## src/rtl/sram_init_pkg.sv

```systemverilog
// Shared types and helpers for the SRAM copy/fill engine.
package sram_init_pkg;

   typedef enum logic [2:0] {
      S_IDLE  = 3'd0,
      S_READ  = 3'd1,
      S_RWAIT = 3'd2,
      S_WRITE = 3'd3,
      S_WWAIT = 3'd4,
      S_FIN   = 3'd5
   } state_e;

   localparam logic MODE_COPY = 1'b0;
   localparam logic MODE_FILL = 1'b1;

   // Word width in bits for a word of (1 << data_width) bytes.
   function automatic int unsigned word_bits(input int unsigned data_width);
      return (32'd1 << data_width) * 32'd8;
   endfunction

endpackage

```

## src/rtl/sram_copy_engine.sv

```systemverilog
// Block copy / block fill initiator driving the read and write ports of an SRAM.
// All outputs are registered; their next values are decoded from the next state.
module sram_copy_engine
   import sram_init_pkg::*;
#(
   parameter int unsigned ADDR_WIDTH = 16,
   parameter int unsigned DATA_WIDTH = 2,
   parameter int unsigned LEN_WIDTH  = 16,
   parameter int unsigned TIMEOUT    = 15
) (
   input  logic                                  CLK,
   input  logic                                  RST,
   input  logic                                  START,
   input  logic                                  MODE,
   input  logic [ADDR_WIDTH-1:0]                 SRC_ADDR,
   input  logic [ADDR_WIDTH-1:0]                 DST_ADDR,
   input  logic [LEN_WIDTH-1:0]                  LENGTH,
   input  logic [word_bits(DATA_WIDTH)-1:0]      PATTERN,
   input  logic                                  ABORT,
   output logic                                  BUSY,
   output logic                                  DONE,
   output logic                                  ERROR,
   output logic [LEN_WIDTH-1:0]                  COUNT,
   output logic [ADDR_WIDTH-1:0]                 M_READ_ADDR,
   output logic                                  M_OE,
   input  logic [word_bits(DATA_WIDTH)-1:0]      M_DATA_OUT,
   input  logic                                  M_DATA_VALID,
   output logic [ADDR_WIDTH-1:0]                 M_WRITE_ADDR,
   output logic [word_bits(DATA_WIDTH)-1:0]      M_DATA_IN,
   output logic [(1<<DATA_WIDTH)-1:0]            M_BE,
   output logic                                  M_WE,
   input  logic                                  M_WACK
);

   localparam int unsigned WORD_W = word_bits(DATA_WIDTH);
   localparam int unsigned BE_W   = 1 << DATA_WIDTH;
   localparam int unsigned TMR_W  = (TIMEOUT > 1) ? $clog2(TIMEOUT) : 1;
   localparam logic [TMR_W-1:0] TMR_LAST = TMR_W'(TIMEOUT - 1);

   state_e                 state_q, state_d;
   logic [ADDR_WIDTH-1:0]  src_q, src_d, dst_q, dst_d;
   logic [LEN_WIDTH-1:0]   len_q, len_d, count_q, count_d;
   logic                   mode_q, mode_d;
   logic [WORD_W-1:0]      pat_q, pat_d, buf_q, buf_d;
   logic [TMR_W-1:0]       timer_q, timer_d;
   logic                   abort_q, abort_d;
   logic                   busy_q, busy_d, done_q, done_d, error_q, error_d;
   logic                   oe_q, oe_d, we_q, we_d;
   logic [ADDR_WIDTH-1:0]  raddr_q, raddr_d, waddr_q, waddr_d;
   logic [WORD_W-1:0]      wdata_q, wdata_d;
   logic [BE_W-1:0]        be_q, be_d;
   logic                   abort_now;
   logic [LEN_WIDTH-1:0]   count_inc;

   assign BUSY         = busy_q;
   assign DONE         = done_q;
   assign ERROR        = error_q;
   assign COUNT        = count_q;
   assign M_READ_ADDR  = raddr_q;
   assign M_OE         = oe_q;
   assign M_WRITE_ADDR = waddr_q;
   assign M_DATA_IN    = wdata_q;
   assign M_BE         = be_q;
   assign M_WE         = we_q;

   // State, datapath and output registers.
   always_ff @(posedge CLK or posedge RST) begin
      if (RST) begin
         state_q <= S_IDLE;
         src_q   <= '0;
         dst_q   <= '0;
         len_q   <= '0;
         count_q <= '0;
         mode_q  <= MODE_COPY;
         pat_q   <= '0;
         buf_q   <= '0;
         timer_q <= '0;
         abort_q <= 1'b0;
         busy_q  <= 1'b0;
         done_q  <= 1'b0;
         error_q <= 1'b0;
         oe_q    <= 1'b0;
         we_q    <= 1'b0;
         raddr_q <= '0;
         waddr_q <= '0;
         wdata_q <= '0;
         be_q    <= '0;
      end else begin
         state_q <= state_d;
         src_q   <= src_d;
         dst_q   <= dst_d;
         len_q   <= len_d;
         count_q <= count_d;
         mode_q  <= mode_d;
         pat_q   <= pat_d;
         buf_q   <= buf_d;
         timer_q <= timer_d;
         abort_q <= abort_d;
         busy_q  <= busy_d;
         done_q  <= done_d;
         error_q <= error_d;
         oe_q    <= oe_d;
         we_q    <= we_d;
         raddr_q <= raddr_d;
         waddr_q <= waddr_d;
         wdata_q <= wdata_d;
         be_q    <= be_d;
      end
   end

   // Next-state logic, then outputs decoded from the state being entered.
   always_comb begin
      state_d   = state_q;
      src_d     = src_q;
      dst_d     = dst_q;
      len_d     = len_q;
      count_d   = count_q;
      mode_d    = mode_q;
      pat_d     = pat_q;
      buf_d     = buf_q;
      timer_d   = timer_q;
      error_d   = error_q;
      raddr_d   = raddr_q;
      waddr_d   = waddr_q;
      wdata_d   = wdata_q;
      oe_d      = 1'b0;
      we_d      = 1'b0;
      be_d      = '0;
      abort_now = abort_q | (ABORT & busy_q);
      abort_d   = abort_now;
      count_inc = count_q + LEN_WIDTH'(1);

      case (state_q)
         S_IDLE: begin
            if (START) begin
               src_d   = SRC_ADDR;
               dst_d   = DST_ADDR;
               len_d   = LENGTH;
               mode_d  = MODE;
               pat_d   = PATTERN;
               count_d = '0;
               error_d = 1'b0;
               abort_d = 1'b0;
               if (LENGTH == '0)            state_d = S_FIN;
               else if (MODE == MODE_FILL)  state_d = S_WRITE;
               else                         state_d = S_READ;
            end
         end
         S_READ: begin
            timer_d = '0;
            state_d = abort_now ? S_FIN : S_RWAIT;
         end
         S_RWAIT: begin
            if (abort_now) begin
               state_d = S_FIN;
            end else if (M_DATA_VALID) begin
               buf_d   = M_DATA_OUT;
               state_d = S_WRITE;
            end else if (timer_q == TMR_LAST) begin
               error_d = 1'b1;
               state_d = S_FIN;
            end else begin
               timer_d = timer_q + TMR_W'(1);
            end
         end
         S_WRITE: begin
            timer_d = '0;
            state_d = S_WWAIT;
         end
         S_WWAIT: begin
            if (M_WACK) begin
               count_d = count_inc;
               src_d   = src_q + ADDR_WIDTH'(1);
               dst_d   = dst_q + ADDR_WIDTH'(1);
               if (count_inc == len_q || abort_now) state_d = S_FIN;
               else if (mode_q == MODE_FILL)         state_d = S_WRITE;
               else                                  state_d = S_READ;
            end else if (timer_q == TMR_LAST) begin
               error_d = 1'b1;
               state_d = S_FIN;
            end else begin
               timer_d = timer_q + TMR_W'(1);
            end
         end
         S_FIN:   state_d = S_IDLE;
         default: state_d = S_IDLE;
      endcase

      busy_d = (state_d != S_IDLE);
      done_d = (state_d == S_FIN);
      if (state_d == S_READ) begin
         oe_d    = 1'b1;
         raddr_d = src_d;
      end
      if (state_d == S_WRITE) begin
         we_d    = 1'b1;
         be_d    = '1;
         waddr_d = dst_d;
         wdata_d = (mode_d == MODE_FILL) ? pat_d : buf_d;
      end
   end

endmodule

```

## config.mk

```make
export PLATFORM = sky130hd
export DESIGN_NAME = sram_copy_engine
export DESIGN_NICKNAME = d
export VERILOG_FILES = /design/src/rtl/sram_init_pkg.sv /design/src/rtl/sram_copy_engine.sv
export SDC_FILE = /design/constraint.sdc
export NUM_CORES = 1
export LEC_CHECK = 0
export ABC_AREA = 1
export ABC_CLOCK_PERIOD_IN_PS = 8700
export CORE_MARGIN = 4
export CORE_UTILIZATION = 25
export DETAILED_ROUTE_END_ITERATION = 12
export PLACE_DENSITY = 0.53
export RECOVER_POWER = 25
export SETUP_SLACK_MARGIN = 0.02
export SYNTH_ARGS = -nofsm -noshare
export SYNTH_HDL_FRONTEND = slang
export SYNTH_SLANG_ARGS = --single-unit
```

## constraint.sdc

```tcl
create_clock -name CLK -period 8.7 [get_ports CLK]
set_input_delay 1.305 -clock CLK [delete_from_list [all_inputs] [get_ports CLK]]
set_output_delay 1.305 -clock CLK [all_outputs]
set_load 0.1 [all_outputs]
```

==> results by group, run 1 <==
Synthesis
  • Mapped Area: 9843 um2
  • Main combinational cell family by area after synthesis: simple AND/OR/NAND/NOR gates
  • Async set-reset flop share out of synthesis: 100.0%
  • Syn Area/Cell: 8.567 um2
  • EDFF count, synth: 0
  • Compound-gate portion of the synthesized area: 11.20%
  • Post-synthesis adder-cell area fraction: 0.6356%
  • Cell variety after synth: 46
  • Count leader, synth: nand2_1
  • Seq/Total Area, Yosys: 52.37%
  • Post-synthesis simple-gate area fraction: 24.43%
  • Syn Inst Count: 1,149
  • Post-synthesis mux area share: 3.661%
  • Yosys warning total: 0
  • Post-synth top area cell: dfrtp_1
  • Dominant synthesized flop cell: dfrtp_1
  • Post-synth top cells: nand2_1 (373), dfrtp_1 (206), inv_1 (95)
  • #FFs+latches synth: 206
  • Synth top area share: 52.37%
  • XOR/XNOR Fraction of Synth Area: 0.9788%
  • Synth top area cells: dfrtp_1 (52%), nand2_1 (14%), nand3_1 (4.3%)
  • Synthesized net count: 1,273

Routing
  • DR vias/cell: 4.491
  • DRT Wirelength: 29.74 mm
  • Antenna-violating nets left: 0
  • DR iter-0 viols: 449
  • Drt first pass iters: 4
  • Number of remaining DRC errors: 0
  • Drt wl/cell: 15.85 um
  • Via count: 8,430

Critical path
  • Worst Path Required: 9.07 ns
  • CP Capture Type: register
  • Setup CP Type: in2reg
  • Crit Path Max Fanout: 65
  • CP max stage delay: 1.20 ns
  • Crit-path cells: dlygate4sd3_1 -> inv_1 -> nor2_1 -> buf_4 -> nand2_1 -> nand2_2 -> nand3_1 -> o21ai_0 -> o21ai_1
  • Crit start category: input port
  • Crit path DAT: 5.43 ns
  • R2R setup slack: 4.26 ns
  • Slowest cell on the critical path: nor2_1

Clock network
  • CTS sink cnt: 206
  • Setup Buffers After CTS: 0
  • TritonCTS clock tree: yes
  • Clock Latency Late Sink: 0.54 ns
  • Clock-pin slew on the worst setup and hold paths: 0.06 ns
  • H-tree levels: 1
  • Cts bufs inserted: 26
  • CTS resizes: 0
  • Cts hold-fix bufs: 0
  • Root Buffer: clkbuf_16
  • Max Buffers Root-to-Sink: 3

Timing
  • RSZ-0062 raised after global routing: false
  • Clk_skew: 0.01666 ns
  • TNS Setup: 0 ns
  • Hold Vio Cnt, Final: 0
  • Worst-Margin Slew: 1.621 ns
  • Hold WS: 0.4629 ns
  • Final min period: 5.059 ns
  • Slew Viols, Final: 24
  • Fin crit share: 58.15%
  • Final setup violation count: 0
  • Slew margin rel.: -8.483%
  • Fmax achieved: 0.1977 GHz

Pwr
  • Maximum vdd drop: 240.8 uV
  • Power consumption: 5.277 mW
  • P_leak: 6.010 nW
  • Pwr Density: 399.5 nW/um2

Run status
  • Status: complete, but fails checks
  • Failing checks: max-capacitance violations, max-slew violations

Place
  • Dpl cells: 1,830
  • Port Buffers: 207
  • GP Congestion: 0.7931
  • DPL Wire Length: 20.51 mm

Floorplan
  • # IOs: 208
  • DIE WIDTH: 206.4 um
  • Die footprint: 42,610 um2
  • Starting Density: 25.35%
  • Core ar.: 38,830 um2
  • Rows: 72
  • Die height: 206.4 um

GRT
  • Total global-route track usage: 13.55%
  • Total gr overflow: 0
  • First-pass GRT wire length: 46.42 mm
  • Number of global-route vias before repair: 8,407
  • Largest net degree at the start of global routing: 133
  • Antenna violations before repair: 1

Flow run
  • Max cap viols: 1

Worst hold path
  • HP Class: reg2reg

Cells and area
  • N_diodes: 0
  • Fin util: 34.02%
  • Fin cells: 1,877
  • Syn-to-layout area delta: 34.18%
  • Final net count: 1,464
  • Share of cells above drive strength 1: 8.241%
## where the power goes
| group | internal, mW | switching (mW) | leakage [nW] |
|---|---|---|---|
| Combinational | 0.703 | 1.89 | 2.95 |
| Sequential | 1.35 | 0.239 | 2.64 |
| Clock | 0.648 | 0.446 | 0.421 |
## critical path, delay by kind of cell
| family | cells | cell delay [ns] |
|---|---|---|
| AND/OR/NAND/NOR | 4 | 2.33 |
| buffers and inverters | 3 | 1.42 |
| AO/OA/AOI/OAI | 2 | 0.22 |
## sequential cells by signal (all words and copies together), names as in the netlist, 3 cells and up
signal        count
state_q           3
timer_q           4
M_WRITE_ADDR     16
buf_q            32
src_q            16
M_DATA_IN        32
pat_q            32
dst_q            16
len_q            16
COUNT            16
M_READ_ADDR      16
## through the flow
step	area, um2	setup slack [ns]
final	13210	3.641
after global routing	13210	3.158
after CTS	13220	4.370
after detailed placement	12330	3.874
after global placement	12330	3.890
after floorplan	9843	1.771
## worst paths after layout
path / to / start / cells past startpoint
max: M_DATA_IN[9]$_DFFE_PP0N_ / START / 9
min: pat_q[1]$_DFF_PP0_ / pat_q[1]$_DFF_PP0_ / 2
max reg2reg: M_DATA_IN[9]$_DFFE_PP0N_ / state_q[1]$_DFF_PP0_ / 11
min reg2reg: pat_q[1]$_DFF_PP0_ / pat_q[1]$_DFF_PP0_ / 2
max in group asynchronous: M_DATA_IN[19]$_DFFE_PP0N_ / RST / 3
min in group asynchronous: buf_q[3]$_DFF_PP0_ / RST / 2
## per-layer routing
metal,vias to the layer above,share of wire [%],global-route usage (%)
met4,2,2.4,3.541
met3,52,6.2,2.762
li1,4174,-,-
met1,3961,47,19.17
met2,241,44,21.21
met5,-,0.044,0
## area by class of cell
class,count,area (um2)
clock buffer,35,764.5
clock inverter,12,120.1
fill,3981,25620
inverter,101,389.1
multi-input combinational,793,4021
sequential,206,5155
tap,518,648.1
timing repair buffer,212,2110
## cell usage in the layout (no fill, tap or decap), drive strengths merged, types with 16 or more instances in the layout
cell / Yosys / layout
a22oi: 22 / 22
clkbuf: 19 / 35
clkdlybuf4s50: 0 / 205
dfrtp: 206 / 206
inv: 101 / 101
mux2: 32 / 32
nand2: 376 / 376
nand3: 88 / 88
nor2: 55 / 55
o21ai: 110 / 110
o21bai: 16 / 16
## cell families (layout without fill, tap and decap cells)
kind of cell / after synthesis / after routing
and+or+nand+nor: 557 / 557
xor gates and xnor gates: 11 / 11
muxes: 32 / 32
AOI/OAI and AO/OA: 188 / 188
DFF: 206 / 206
buffers and inverters: 150 / 360
adders and majority gates: 5 / 5
Power figures use the tool's default switching activity.
==> inputs of run 2 (changes only) <==
Settings changed: ABC_CLOCK_PERIOD_IN_PS 8700 to 4150, PLACE_DENSITY 0.53 to 0.55.
Clock period 8.7 ns to 4.15 ns, I/O delays scaled along.
==> results by group, run 2 (same netlist as run 1, synthesis figures left out) <==
Clock network
  • Cts bufs inserted: 26 (unchanged)
  • CTS resizes: 0 (unchanged)
  • Clock-pin slew on the worst setup and hold paths: 0.06 ns (about the same)
  • Root Buffer: clkbuf_16
  • Setup Buffers After CTS: 0 (unchanged)
  • Max Buffers Root-to-Sink: 3 (unchanged)
  • Cts hold-fix bufs: 0 (unchanged)
  • CTS sink cnt: 206 (unchanged)
  • H-tree levels: 1 (unchanged)
  • TritonCTS clock tree: yes
  • Clock Latency Late Sink: 0.53 ns (about the same)

Timing
  • TNS Setup: 0 ns (unchanged)
  • Slew Viols, Final: 39 (+63%)
  • Fmax achieved: 0.3203 GHz
  • Final setup violation count: 0 (unchanged)
  • RSZ-0062 raised after global routing: false
  • Worst-Margin Slew: 1.923 ns (+0.3022 ns)
  • Clk_skew: 0.01589 ns (-0.0007716 ns)
  • Slew margin rel.: -28.93% (-20 points)
  • Final min period: 3.122 ns
  • Hold Vio Cnt, Final: 0 (unchanged)
  • Fin crit share: 75.22%

Pwr
  • Net switching power: 5.409 mW (+110%)
  • Int Pwr: 6.026 mW (+120%)
  • Seq pwr share: 29.1% (-1.0 points)
  • Switching share of power: 47.30% (-1.5 points)
  • Clock Power Share: 22.4% (+1.7 points)
  • Maximum vdd drop: 564.9 uV (+130%)
  • Comb power frac: 48.5% (-0.6 points)
  • Pwr Density: 850.6 nW/um2 (+110%)
  • P_leak: 6.146 nW (+2.3%)

Cells and area
  • Syn-to-layout area delta: 36.58%
  • Most frequent cells in the layout: nand2_1 (372), dfrtp_1 (206), clkdlybuf4s50_1 (206), inv_1 (94), nand3_1 (84)
  • Fin cells: 1,893 (+0.85%)
  • N_diodes: 0 (unchanged)
  • Share of cells above drive strength 1: 9.091% (+0.85 points)
  • Commonest non-fill, non-tap cell in the layout: nand2_1
  • Final net count: 1,479 (+1.0%)

Critical path
  • FF-to-FF path depth: 17 (+6)
  • Reg-to-reg startpoint: COUNT[0]$_DFFE_PP0P_
  • CP Capture Type: register
  • Crit start category: register
  • R2R setup slack: 1.03 ns (-3.23 ns)
  • Worst Path Required: 4.55 ns (-4.52 ns)
  • Terminus of the critical flop-to-flop path: M_DATA_IN[20]$_DFFE_PP0N_
  • Crit path DAT: 3.53 ns (-1.90 ns)
  • Crit path from: COUNT[0]$_DFFE_PP0P_
  • Crit Path Max Fanout: 37 (-43%)
  • Setup CP Type: reg2reg

GRT
  • Largest net degree at the start of global routing: 49 (-63%)
  • Total gr overflow: 0 (unchanged)
  • Antenna violations before repair: 2 (+1)
  • Number of global-route vias before repair: 8,797 (+4.6%)
  • First-pass GRT wire length: 48.08 mm (+3.6%)
  • Total global-route track usage: 13.92% (+0.37 points)

Worst hold path
  • Hold_sp: pat_q[7]$_DFF_PP0_
  • Hold Crit Endpoint: pat_q[7]$_DFF_PP0_
  • HP Class: reg2reg
  • Hold path depth: 2 (unchanged)

Flow run
  • Max cap viols: 1 (unchanged)

Floorplan
  • Starting Density: 25.35% (unchanged)
  • Die footprint: 42,610 um2 (unchanged)
  • DIE WIDTH: 206.4 um (unchanged)
  • Core ar.: 38,830 um2 (unchanged)
  • Rows: 72 (unchanged)
  • # IOs: 208 (unchanged)
  • Die height: 206.4 um (unchanged)

Routing
  • Drt wl/cell: 15.91 um (+0.37%)
  • Via count: 8,576 (+1.7%)
  • Antenna-violating nets left: 0 (unchanged)
  • Number of remaining DRC errors: 0 (unchanged)
  • DRT Wirelength: 30.11 mm (+1.2%)
  • Drt first pass iters: 5 (+1)
  • DR iter-0 viols: 442 (-1.6%)
  • DR vias/cell: 4.530 (+0.87%)

Place
  • GP Congestion: 0.8125 (+2.4%)
  • Port Buffers: 207 (unchanged)
  • DPL Wire Length: 21.34 mm (+4.0%)
  • Dpl cells: 1,845 (+0.82%)

Run status
  • Failing checks: max-capacitance violations, max-slew violations
  • Status: complete, but fails checks
## run 2: power by group through the flow
stage / combinational, mW / clock (mW) / sequential, mW
6_report: 5.54 / 2.56 / 3.33
5_1_grt: 6.05 / 2.72 / 3.43
4_1_cts: 5.62 / 2.65 / 3.33
3_5_place_dp: 5.61 / 0 / 3.35
3_3_place_gp: 5.54 / 0 / 3.34
2_1_floorplan: 2.38 / 0 / 5.10
## run 2: critical path, stage by stage (launching register included)
cell	delay [ns]
dfrtp_1	0.49
ha_1	0.26
nand2_1	0.11
nor2_4	0.22
nand3_1	0.12
nand2_1	0.10
nand2_1	0.07
nand2_1	0.06
nand2_1	0.06
nand2_1	0.08
nor2_1	0.05
nand3_2	0.10
nand3_2	0.09
nand2_4	0.22
nand3_4	0.44
buf_4	0.38
nand2_1	0.07
o21ai_1	0.06
## run 2: metrics by stage
stage / hold slack (ns) / utilization, % / instance area, um2 / total power [mW] / setup WS (ns)
6_report: 0.4634 / 34.63 / 13440 / 11.44 / 1.028
5_1_grt: 0.4769 / 34.63 / 13440 / 12.19 / 0.6228
4_1_cts: 0.4680 / 34.73 / 13480 / 11.60 / 0.9481
3_5_place_dp: 0.4540 / 32.20 / 12500 / 8.957 / 0.9724
3_3_place_gp: 0.4479 / 32.20 / 12500 / 8.883 / 1.014
2_1_floorplan: 0.4366 / - / 9847 / 7.480 / 0.8552
## run 2: routing by layer
layer / track usage, % / share of wire [%] / vias up
met5: 0 / 0.080 / -
met4: 3.422 / 2.4 / 4
met3: 2.762 / 6.1 / 49
met2: 22.44 / 46 / 268
met1: 19.28 / 46 / 4064
li1: - / - / 4191
## run 2: area by class of cell
cell class,count,area [um2]
fill,3939,25380
sequential,206,5155
multi-input combinational,793,4029
timing repair buffer,227,2247
clock buffer,36,769.5
tap,518,648.1
inverter,101,382.9
clock inverter,12,212.7
## run 2: how the worst max path moves through the flow
stage	cells after the start	slack (ns)	endpoint
finish	17	1.03	M_DATA_IN[20]$_DFFE_PP0N_
global route	3	0.62	M_WRITE_ADDR[15]$_DFFE_PP0N_
CTS	17	0.95	M_DATA_IN[20]$_DFFE_PP0N_
detailed placement	13	0.97	M_DATA_IN[14]$_DFFE_PP0N_
global placement	11	1.01	M_DATA_IN[11]$_DFFE_PP0N_
floorplan	1	0.86	BUSY$_DFF_PP0_
